--- src/rtl/display_select_if.sv ---
// Board-side signal bundle of display_select_ctrl: raw active-low keys in,
// display mux select/enable out. master = board/key side, slave = controller.
interface display_select_if;
  logic       KEY_Up_n;
  logic       KEY_Down_n;
  logic       KEY_Show_n;
  logic [4:0] Display_Select;
  logic       Display_Enable;
  logic       Select_Changed;

  modport master (
    output KEY_Up_n, KEY_Down_n, KEY_Show_n,
    input  Display_Select, Display_Enable, Select_Changed
  );

  modport slave (
    input  KEY_Up_n, KEY_Down_n, KEY_Show_n,
    output Display_Select, Display_Enable, Select_Changed
  );
endinterface

--- src/rtl/display_select_ctrl.sv ---
// Pushbutton front end for the debug display mux: debounce three keys, step a
// wrapping selector, gate the display. Optional auto-advance: DISPLAY_AUTO_CYCLE_EN.
module display_select_ctrl #(
  parameter int DEBOUNCE_CYCLES = 50000,
  parameter int SEL_MAX         = 16,
  parameter int AUTO_PERIOD     = 50000000
) (
  input logic             Clock,
  input logic             Reset,
  display_select_if.slave bus
);

  localparam int            DW       = (DEBOUNCE_CYCLES > 1) ? $clog2(DEBOUNCE_CYCLES) : 1;
  localparam logic [DW-1:0] DEB_LAST = DW'(DEBOUNCE_CYCLES - 1);
  localparam logic [4:0]    SEL_TOP  = 5'(SEL_MAX);

  if (SEL_MAX < 1 || SEL_MAX > 31 || DEBOUNCE_CYCLES < 1 || AUTO_PERIOD < 1) begin : g_param_check
    $error("display_select_ctrl: parameter out of range");
  end

  // Key index: 0 = up, 1 = down, 2 = show.
  logic [2:0]    sync1_q, sync1_d;
  logic [2:0]    sync2_q, sync2_d;
  logic [2:0]    deb_q, deb_d;
  logic [DW-1:0] cnt_q [3];
  logic [DW-1:0] cnt_d [3];
  logic [1:0]    deb_dly_q, deb_dly_d;
  logic [1:0]    press_q, press_d;
  logic [4:0]    sel_q, sel_d;
  logic          enable_q, enable_d;
  logic          changed_q, changed_d;
  logic          key_up, key_dn;

  function automatic logic [4:0] sel_inc(input logic [4:0] s);
    return (s >= SEL_TOP) ? 5'd0 : s + 5'd1;
  endfunction

  function automatic logic [4:0] sel_dec(input logic [4:0] s);
    return (s == 5'd0) ? SEL_TOP : s - 5'd1;
  endfunction

  always_comb begin
    sync1_d   = {bus.KEY_Show_n, bus.KEY_Down_n, bus.KEY_Up_n};
    sync2_d   = sync1_q;
    deb_d     = deb_q;
    for (int i = 0; i < 3; i++) begin
      cnt_d[i] = '0;
      if (sync2_q[i] != deb_q[i]) begin
        if (cnt_q[i] == DEB_LAST) begin
          deb_d[i] = sync2_q[i];
        end else begin
          cnt_d[i] = cnt_q[i] + DW'(1);
        end
      end
    end
    // Press is a 1->0 edge of the debounced state seen one cycle late.
    deb_dly_d = deb_q[1:0];
    press_d   = deb_dly_q & ~deb_q[1:0];
    enable_d  = ~deb_q[2];
  end

  assign key_up = press_q[0] & ~press_q[1];
  assign key_dn = press_q[1] & ~press_q[0];

`ifdef DISPLAY_AUTO_CYCLE_EN
  localparam int            AW        = (AUTO_PERIOD > 1) ? $clog2(AUTO_PERIOD) : 1;
  localparam logic [AW-1:0] AUTO_LAST = AW'(AUTO_PERIOD - 1);

  logic [AW-1:0] auto_cnt_q, auto_cnt_d;

  always_comb begin
    sel_d      = sel_q;
    changed_d  = 1'b0;
    auto_cnt_d = '0;
    if (key_up) begin
      sel_d     = sel_inc(sel_q);
      changed_d = 1'b1;
    end else if (key_dn) begin
      sel_d     = sel_dec(sel_q);
      changed_d = 1'b1;
    end else if (enable_q) begin
      if (auto_cnt_q == AUTO_LAST) begin
        sel_d     = sel_inc(sel_q);
        changed_d = 1'b1;
      end else begin
        auto_cnt_d = auto_cnt_q + AW'(1);
      end
    end
  end

  always_ff @(posedge Clock) begin
    if (Reset) auto_cnt_q <= '0;
    else       auto_cnt_q <= auto_cnt_d;
  end
`else
  always_comb begin
    sel_d     = sel_q;
    changed_d = 1'b0;
    if (key_up) begin
      sel_d     = sel_inc(sel_q);
      changed_d = 1'b1;
    end else if (key_dn) begin
      sel_d     = sel_dec(sel_q);
      changed_d = 1'b1;
    end
  end
`endif

  always_ff @(posedge Clock) begin
    if (Reset) begin
      sync1_q   <= 3'b111;
      sync2_q   <= 3'b111;
      deb_q     <= 3'b111;
      for (int i = 0; i < 3; i++) cnt_q[i] <= '0;
      deb_dly_q <= 2'b11;
      press_q   <= 2'b00;
      sel_q     <= 5'd0;
      enable_q  <= 1'b0;
      changed_q <= 1'b0;
    end else begin
      sync1_q   <= sync1_d;
      sync2_q   <= sync2_d;
      deb_q     <= deb_d;
      for (int i = 0; i < 3; i++) cnt_q[i] <= cnt_d[i];
      deb_dly_q <= deb_dly_d;
      press_q   <= press_d;
      sel_q     <= sel_d;
      enable_q  <= enable_d;
      changed_q <= changed_d;
    end
  end

  assign bus.Display_Select = sel_q;
  assign bus.Display_Enable = enable_q;
  assign bus.Select_Changed = changed_q;

endmodule

--- src/flat_wrapper.sv ---
// flat-port wrapper written by rule: the top's interface ports become plain ports
module display_select_ctrl_flat 
#(
  parameter int DEBOUNCE_CYCLES = 50000,
  parameter int SEL_MAX         = 16,
  parameter int AUTO_PERIOD     = 50000000
)
  (Clock, Reset, bus_KEY_Up_n, bus_KEY_Down_n, bus_KEY_Show_n, bus_Display_Select, bus_Display_Enable, bus_Select_Changed);
  display_select_if bus_i ();
  input logic Clock;
  input logic Reset;
  input wire logic [$bits(bus_i.KEY_Up_n)-1:0] bus_KEY_Up_n;
  input wire logic [$bits(bus_i.KEY_Down_n)-1:0] bus_KEY_Down_n;
  input wire logic [$bits(bus_i.KEY_Show_n)-1:0] bus_KEY_Show_n;
  output wire logic [$bits(bus_i.Display_Select)-1:0] bus_Display_Select;
  output wire logic [$bits(bus_i.Display_Enable)-1:0] bus_Display_Enable;
  output wire logic [$bits(bus_i.Select_Changed)-1:0] bus_Select_Changed;
  assign bus_i.KEY_Up_n = bus_KEY_Up_n;
  assign bus_i.KEY_Down_n = bus_KEY_Down_n;
  assign bus_i.KEY_Show_n = bus_KEY_Show_n;
  assign bus_Display_Select = bus_i.Display_Select;
  assign bus_Display_Enable = bus_i.Display_Enable;
  assign bus_Select_Changed = bus_i.Select_Changed;
  display_select_ctrl #(.DEBOUNCE_CYCLES(DEBOUNCE_CYCLES), .SEL_MAX(SEL_MAX), .AUTO_PERIOD(AUTO_PERIOD)) u_core (.Clock(Clock), .Reset(Reset), .bus(bus_i));
endmodule
--- config.mk ---
export PLATFORM = sky130hd
export DESIGN_NAME = display_select_ctrl_flat
export DESIGN_NICKNAME = d
export VERILOG_FILES = /design/src/rtl/display_select_if.sv /design/src/rtl/display_select_ctrl.sv /design/src/flat_wrapper.sv
export SDC_FILE = /design/constraint.sdc
export NUM_CORES = 1
export LEC_CHECK = 0
export ABC_CLOCK_PERIOD_IN_PS = 4000
export CAP_MARGIN = 20
export CORE_ASPECT_RATIO = 0.6
export CORE_UTILIZATION = 55
export CTS_CLUSTER_DIAMETER = 40
export DETAILED_ROUTE_END_ITERATION = 8
export GPL_TIMING_DRIVEN = 0
export PLACE_DENSITY_LB_ADDON = 0.2
export RECOVER_POWER = 25
export SETUP_SLACK_MARGIN = 0.5
export SYNTH_ARGS = -nofsm -noshare
export SYNTH_HDL_FRONTEND = slang
export SYNTH_SLANG_ARGS = --single-unit
--- constraint.sdc ---
create_clock -name Clock -period 4 [get_ports Clock]
set_input_delay 0.4 -clock Clock [delete_from_list [all_inputs] [get_ports Clock]]
set_output_delay 0.4 -clock Clock [all_outputs]
set_load 0.01 [all_outputs]
## Word level (Yosys, flattened, before mapping)

Memory sizes are Yosys's and may differ from the RTL's.
Cells that the tools add are included.

- $add $sub $neg: 5
- $lt $le $gt $ge: 1
- Eq/ne operators: 6
- Muxes and demuxes: 18
- Bitwise operators: 10
- Reductions and logical operators: 5

Operators with widths:

| operator | count |
|---|---|
| 16-bit 2-to-1 mux | 9 |
| 16-bit by 1-bit adder with 16-bit output, second input constant | 3 |
| 16-bit equality test, second input constant | 3 |
| 5-bit 2-to-1 mux | 4 |
| 2-bit AND reduction | 3 |
| 5-bit by 1-bit adder with 5-bit output, second input constant | 1 |
| 5-bit >= comparator, second input constant | 1 |
| 5-bit zero test | 1 |
| 1-bit 2-to-1 mux | 5 |
| 5-bit by 1-bit subtractor with 5-bit output, second input constant | 1 |
| 1-bit != test | 3 |
| 1-bit inverter | 3 |
| 1-bit bitwise OR | 3 |
| 1-bit AND | 2 |
| 2-bit AND | 1 |
| 2-bit inverter | 1 |
| 2-bit nonzero test | 1 |

- Flip-flop bits (word level): 20
- Memory bits (writable): 48
- Bits of input ports: 5
- Output and inout bits: 7
- Word-level logic and storage cells: 56
- Memories kept: 1

Memory list:

| memory | depth | width | read ports | clocked after Yosys merged registers in | wr ports | RTL line | source |
|---|---|---|---|---|---|---|---|
| u_core.cnt_q | 3 | 16 | 3 | 0 | 3 | display_select_ctrl.sv:25 | `logic [DW-1:0] cnt_q [3];` |

## Logic depth before layout (Yosys ltp)

Gate-level depths: netlist of the first run.

- Depth after elaboration: 4
- Depth in mapped cells: 7

## Least setup slack after synthesis of the first run

OpenSTA, ideal clock, no wires.

- Path kind: register to register
- Start: memory u_core.cnt_q[0][11] (netlist bit)
- End: memory u_core.cnt_q[0][10] (netlist bit)
- Arrival time: 1.594 ns
- Data required time: 3.885 ns
- Path slack: 2.291 ns
- Stages on the path, launching flop included: 6
- Clock period less this slack: 1.709 ns
- Cells stage by stage: dfxtp_1 or4_1 or4_4 nand2_4 buf_8 nor2_1

RTL lines:

| what | RTL line |
|---|---|
| start, declared | display_select_ctrl.sv:25 |

==> qor.csv, run 1 <==
stage,metric,value,unit
drt,drt-initial-drc-count,57,
timing,grt_setup_unrepaired,false,
timing,max_freq,503,MHz
drt,via_count,2341,
global_route,grt_pass1_vias,2034,
clock_tree,clock_latency,0.35,ns
finish,drive_gt1_share,8.22,%
timing,slew-limit-headroom,67.4,%
timing,slew_violations,0,
finish,most-common-layout-cells,"dfxtp_1 (68), nor2_1 (61), xnor2_1 (24)",
clock_tree,cts_resized,0,
clock_tree,numCtsBuffers,9,
die,initial_core_util,58.3,%
worst_setup_path,path_class,flip-flop to flip-flop,
place,io_buffer_count,11,
finish,final_nets,372,
drt,ant_nets,0,
synthesis,syn-num-nets,350,
drt,wl_met2,2130,microns
place,place_area,0.00321,sq mm
die,die_width,97.7,microns
synthesis,postSynth.asyncResetShare,0,%
timing,post-route-period-util,49.8,%
drt,wl_per_cell,12.6,microns
global_route,grt_use_total,21.1,%
global_route,grt_max_degree,11,
finish,layout_commonest_cell,dfxtp_1,
timing,finalHoldViolCount,0,
power_and_ir_drop,power_density,354,mW/mm^2
drt,routed.top_layer,met4,
finish,area_growth,11.8,%
place,pre_cts_ws,1.95,ns
synthesis,synth_warnings,0,
synthesis,netlist_area,0.00302,sq mm
run,maxCapViolCount,0,
power_and_ir_drop,ir_drop,0.208,mV
power_and_ir_drop,leakagePower,0.00108,uW
die,ioPinCount,12,
synthesis,ys.flop_type,dfxtp_1,
finish,stdcell_area,0.00337,sq mm
worst_hold_path,hp-class,flip-flop to flip-flop,
finish,diodes,0,
synthesis,synth-seq-cells,68,
place,gp_congestion,0.848,
clock_tree,cts_max_level,3,
die,die_h,59.4,microns
synthesis,synth_area_per_cell,8.91,sq um
global_route,grt-ovfl-total,0,
global_route,antenna_found_initial,0,
clock_tree,postCtsSetupBuffers,0,
clock_tree,cts_tree,done,
synthesis,seq_area_frac_synth,45.1,%
timing,finalSetupViolCount,0,
run_status,failed_checks,design-rule violations,
timing,skew,0.00770,ns
timing,finalCriticalPeriod,1.99,ns
timing,tightest_slew,0.485,ns
drt,viasPerCell,5.43,
synthesis,synth_cells,339,
drt,wl_met1,2920,microns
clock_tree,root_buffer,clkbuf_8,
clock_tree,cts_buffer_depth,2,
worst_setup_path,worstSetupEndpointType,flip-flop,
drt,drc,2,
worst_setup_path,critPathRequiredTime,4.24,ns
clock_tree,cts.sinks,68,
clock_tree,cts_hold_buf,0,
synthesis,synth_cell_types,42,
synthesis,synth_edf_count,0,
worst_setup_path,worstPathArrival,2.23,ns
place,hpwl,3860,microns
die,die_area,0.00580,sq mm
timing,finalSetupTns,0,ns
run_status,status,"finished, violations left",
drt,dr.pass1.iters,6,
die,core_area,0.00518,sq mm
clock_tree,clk_pin_slew_worst_paths,0.06,ns
drt,drt-total-wl,5440,microns
global_route,grt_first_pass_wirelength,9340,microns
drt,dr_wl_met3,315,microns
die,rows,20,
worst_setup_path,crit_path_max_fanout,10,
worst_setup_path,critPathLaunchType,flip-flop,
timing,fin_ws,2.01,ns
-- metrics by stage --
step,total power [uW],cells,hold slack (ns),util (%)
6_report,1190,431,0.408,65.1
5_1_grt,1240,431,0.428,65.1
4_1_cts,1210,431,0.409,65.3
3_5_place_dp,718,416,0.397,62.0
3_3_place_gp,718,416,0.394,62.0
2_1_floorplan,710,339,0.389,-
-- cells by family after synthesis --
logic type	Yosys count	share of synthesized area [%]
AOI/OAI and AO/OA	27	5.43
and+or+nand+nor	173	30.7
adders and majority gates	6	2.49
DFF	68	45.1
xor gates and xnor gates	42	12.2
buffers and inverters	23	4.10
-- synthesized netlist by cell type (2+ instances only) --
library cell / number / area, sq um
nor4_2: 2 / 25.0
ha_1: 6 / 75.1
a211o_1: 2 / 17.5
and4_1: 8 / 70.1
nand4_1: 15 / 93.8
o21ai_0: 5 / 25.0
dfxtp_1: 68 / 1360
and2_1: 2 / 12.5
a21oi_1: 12 / 60.1
and3_1: 3 / 18.8
nand4bb_1: 2 / 22.5
nor3_1: 13 / 65.1
o31ai_1: 2 / 15.0
nor2b_1: 3 / 18.8
buf_8: 2 / 30.0
or3_1: 4 / 25.0
nand2b_1: 2 / 12.5
or2_2: 9 / 56.3
buf_4: 2 / 15.0
or4bb_1: 2 / 22.5
nand2_1: 15 / 56.3
clkbuf_1: 7 / 26.3
inv_1: 11 / 41.3
nand3_1: 19 / 95.1
xnor2_1: 24 / 210
nor4_1: 3 / 18.8
xor2_1: 18 / 158
or4_1: 4 / 30.0
nor2_1: 61 / 229
-- layer usage --
metal,track usage (%),vias to the layer above
li1,-,1219
met1,28.3,1071
met2,30.5,42
met3,9.20,9
met4,7.36,0
met5,0,-
-- state kept, by name, summed over array words and instances, names as in the netlist --
name and count:
u_core.deb_dly_q 2, u_core.deb_q 3, u_core.cnt_q 48, u_core.bus.Select_Changed 1
u_core.sync1_q 3, u_core.sync2_q 3, u_core.bus.Display_Select 5, u_core.bus.Display_Enable 1
u_core.press_q 2
-- worst max-delay path, stage by stage (launching register included) --
cell and delay (ns):
dfxtp_1 0.37, or4_1 0.53, nor4_1 0.45, or2_1 0.17, buf_4 0.13, buf_4 0.17
nor2_1 0.06
-- power breakdown --
group          leakage, uW  switching, uW  total [uW]  internal (uW)
registers         0.000549           2.12         683            681
logic             0.000439           10.2        19.9           9.74
clock network    0.0000893            237         491            254
total              0.00108            249        1190            944
-- area by class of cell --
cell class / count / area (sq um)
Buffer: 12 / 82.6
Clock buffer: 13 / 159
Clock inverter: 2 / 10.0
Fill cell: 428 / 1810
Inverter: 11 / 41.3
Multi-Input combinational cell: 248 / 1530
Sequential cell: 68 / 1360
Tap cell: 66 / 82.6
Timing Repair Buffer: 11 / 110
-- path summary, 6_finish.rpt --
check / start / end / slack [ns] / depth (start not counted)
worst max-delay path: u_core.cnt_q[0][20]$_SDFF_PP0_ / u_core.cnt_q[0][27]$_SDFF_PP0_ / 2.01 / 6
worst min-delay path: u_core.deb_dly_q[1]$_SDFF_PP1_ / u_core.press_q[1]$_SDFF_PP0_ / 0.41 / 2
worst max register to register: u_core.cnt_q[0][20]$_SDFF_PP0_ / u_core.cnt_q[0][27]$_SDFF_PP0_ / 2.01 / 6
worst min register to register: u_core.deb_dly_q[1]$_SDFF_PP1_ / u_core.press_q[1]$_SDFF_PP0_ / 0.41 / 2
Note: power is estimated with default switching activity, not from simulation.
==> run 2, diff against run 1 <==
--- a/config.mk
+++ b/config.mk
@@ -5,10 +5,10 @@
 export SDC_FILE = /design/constraint.sdc
 export NUM_CORES = 1
 export LEC_CHECK = 0
-export ABC_CLOCK_PERIOD_IN_PS = 4000
+export ABC_CLOCK_PERIOD_IN_PS = 1800
 export CAP_MARGIN = 20
 export CORE_ASPECT_RATIO = 0.6
-export CORE_UTILIZATION = 55
+export CORE_UTILIZATION = 54
 export CTS_CLUSTER_DIAMETER = 40
 export DETAILED_ROUTE_END_ITERATION = 8
 export GPL_TIMING_DRIVEN = 0
==> constraint.sdc (replaced) <==
create_clock -name Clock -period 1.8 [get_ports Clock]
set_input_delay 0.18 -clock Clock [delete_from_list [all_inputs] [get_ports Clock]]
set_output_delay 0.18 -clock Clock [all_outputs]
set_load 0.01 [all_outputs]
==> run 2 against run 1 <==
Register-to-register slack worse by 1.9 ns. Largest cell class unchanged. Setup slack worse by 1.9 ns. Die area up 1.8%. The flow now finishes without violations. Critical endpoint is now u_core.cnt_q[0][3]$_SDFF_PP0_. Sequential cell count unchanged.
==> qor.csv, run 2 (synthesized netlist as in run 1, its figures left out) <==
stage,metric,value,unit,change
finish,utilization,78.3,%,+13 points
timing,slew_violations,0,,unchanged
drt,drc,0,,-2
clock_tree,cts.sinks,68,,unchanged
drt,viasPerCell,5.58,,+2.7%
place,hpwl,3880,microns,+0.59%
die,rows,20,,unchanged
run,maxCapViolCount,0,,unchanged
finish,top_register,u_core.cnt_q,,
place,gp_congestion,0.848,,about the same
finish,diodes,0,,unchanged
worst_setup_path,r2r-end,u_core.cnt_q[0][3]$_SDFF_PP0_,,
run_status,status,completed,,
global_route,grt_pass1_vias,2305,,+13%
drt,wl_per_cell,14.9,microns,+18%
worst_setup_path,worstSetupEndpointType,flip-flop,,
drt,drt-total-wl,6850,microns,+26%
die,core_area,0.00523,sq mm,+0.97%
global_route,antenna_found_initial,0,,unchanged
global_route,grt_first_pass_wirelength,10800,microns,+15%
timing,grt_setup_unrepaired,true,,
finish,most-common-layout-cells,"dfxtp_1 (43), nor2_1 (38), xnor2_1 (24)",,
clock_tree,clock_latency,0.34,ns,about the same
timing,max_freq,578,MHz,+15%
die,die_h,59.9,microns,+0.89%
worst_setup_path,ff2ff_setup_slack,0.07,ns,-1.94 ns
power_and_ir_drop,ir_drop,0.520,mV,+150%
worst_setup_path,r2r-start,u_core.cnt_q[0][12]$_SDFF_PP0_,,
timing,finalHoldViolCount,0,,unchanged
worst_setup_path,worstPathArrival,1.97,ns,-0.26 ns
clock_tree,clk_pin_slew_worst_paths,0.07,ns,about the same
clock_tree,cts_max_level,3,,unchanged
timing,fin_ws,0.0706,ns,-1.94 ns
die,die_width,98.5,microns,+0.90%
clock_tree,root_buffer,clkbuf_8,,
die,ioPinCount,12,,unchanged
clock_tree,numCtsBuffers,9,,unchanged
finish,drive_gt1_share,37.6,%,+29 points
die,initial_core_util,57.7,%,-0.56 points
place,pre_cts_ws,-0.0915,ns,-2.04 ns
worst_hold_path,min_from,bus_KEY_Up_n,,
drt,via_count,2567,,+9.7%
global_route,grt_max_degree,13,,+2
place,io_buffer_count,11,,unchanged
drt,dr.pass1.iters,6,,unchanged
clock_tree,cts_hold_buf,0,,unchanged
power_and_ir_drop,leakagePower,0.00137,uW,+27%
worst_setup_path,crit_path_max_fanout,5,,-5
global_route,grt-ovfl-total,0,,unchanged
timing,skew,0.00582,ns,-0.00189 ns
finish,layout_commonest_cell,dfxtp_1,,
finish,area_growth,35.6,%,
finish,largest_reg_flops,48,,unchanged
clock_tree,cts_tree,done,,
power_and_ir_drop,power_density,735,mW/mm^2,+110%
worst_hold_path,holdPathEnd,u_core.sync1_q[0]$_SDFF_PP1_,,
worst_setup_path,path_class,flip-flop to flip-flop,,
worst_hold_path,hp-class,primary input to flip-flop,,
timing,finalCriticalPeriod,1.73,ns,-0.261 ns
finish,final_nets,400,,+7.5%
finish,n_fill_cell,355,,-17%
power_and_ir_drop,power,3010,uW,+150%
worst_setup_path,critPathRequiredTime,2.04,ns,-2.20 ns
timing,slew-limit-headroom,61.1,%,-6.2 points
timing,tightest_slew,0.583,ns,+0.0981 ns
finish,stdcell_count,460,,+6.7%
timing,post-route-period-util,96.1,%,+46 points
drt,drt-initial-drc-count,146,,+160%
die,die_area,0.00590,sq mm,+1.8%
clock_tree,cts_buffer_depth,2,,unchanged
global_route,grt_use_total,24.1,%,+3.0 points
worst_hold_path,whs_path_depth,2,,unchanged
worst_setup_path,reg2reg_depth,5,,-1
place,dp_cells,416,,unchanged
drt,ant_nets,0,,unchanged
timing,finalSetupViolCount,0,,unchanged
worst_setup_path,critPathLaunchType,flip-flop,,
==> run 2: worst max-delay path by stage <==
stage / from / to / cells after the start
finish: u_core.cnt_q[0][12]$_SDFF_PP0_ / u_core.cnt_q[0][3]$_SDFF_PP0_ / 5
global route: Reset / u_core.deb_q[1]$_SDFFE_PP1P_ / 5
CTS: u_core.cnt_q[0][12]$_SDFF_PP0_ / u_core.cnt_q[0][0]$_SDFF_PP0_ / 5
detailed placement: Reset / u_core.deb_q[1]$_SDFFE_PP1P_ / 5
global placement: u_core.cnt_q[0][41]$_SDFF_PP0_ / u_core.cnt_q[0][41]$_SDFF_PP0_ / 6
floorplan: u_core.cnt_q[0][41]$_SDFF_PP0_ / u_core.cnt_q[0][41]$_SDFF_PP0_ / 6
==> run 2: layer usage <==
metal  part of all wire, %  GRT usage (%)  routed length [microns]  vias up
li1                      -              -                        -     1285
met1                    49           32.3                     3380     1213
met2                    45           36.8                     3070       64
met3                   5.1           8.77                      346        5
met4                  0.63           6.61                       43        0
met5                     0              0                        0        -
==> run 2: worst max-delay path, cell delays in order (launching register included) <==
cell and delay (ns):
dfxtp_4 0.35, or4_4 0.49, or4_4 0.45, nand2_4 0.14, clkbuf_16 0.16, nor2_2 0.03
==> run 2: report_power, final <==
part	switching (uW)	total [uW]	internal, uW
clock network	587	1430	846
logic	31.6	67.1	35.4
registers	6.00	1510	1500
==> run 2: cell type report <==
cell class | count | area [sq um] | area share [%]
timing repair buffer | 39 | 372 | 9.08
buffer | 12 | 114 | 2.78
inverter | 11 | 41.3 | 1.01
multi-input combinational | 248 | 1830 | 44.8
clock inverter | 4 | 51.3 | 1.25
sequential | 68 | 1410 | 34.5
clock buffer | 12 | 188 | 4.59
tap | 66 | 82.6 | 2.02
==> run 2: through the flow <==
step           hold slack [ns]  setup TNS [ns]  cell area (sq um)
3_3_place_gp             0.396          -0.225               3270
4_1_cts                  0.385               0               3810
3_5_place_dp             0.396          -0.794               3270
5_1_grt                  0.389               0               4090
6_report                 0.398               0               4090
2_1_floorplan            0.284               0               3080
==> run 2: what timing repair did <==
item,4_1_cts,5_1_grt
gates resized for setup,57,62
setup endpoints to repair,64,57
cloned,1,1
buffers inserted,18,8
pin swaps,11,12
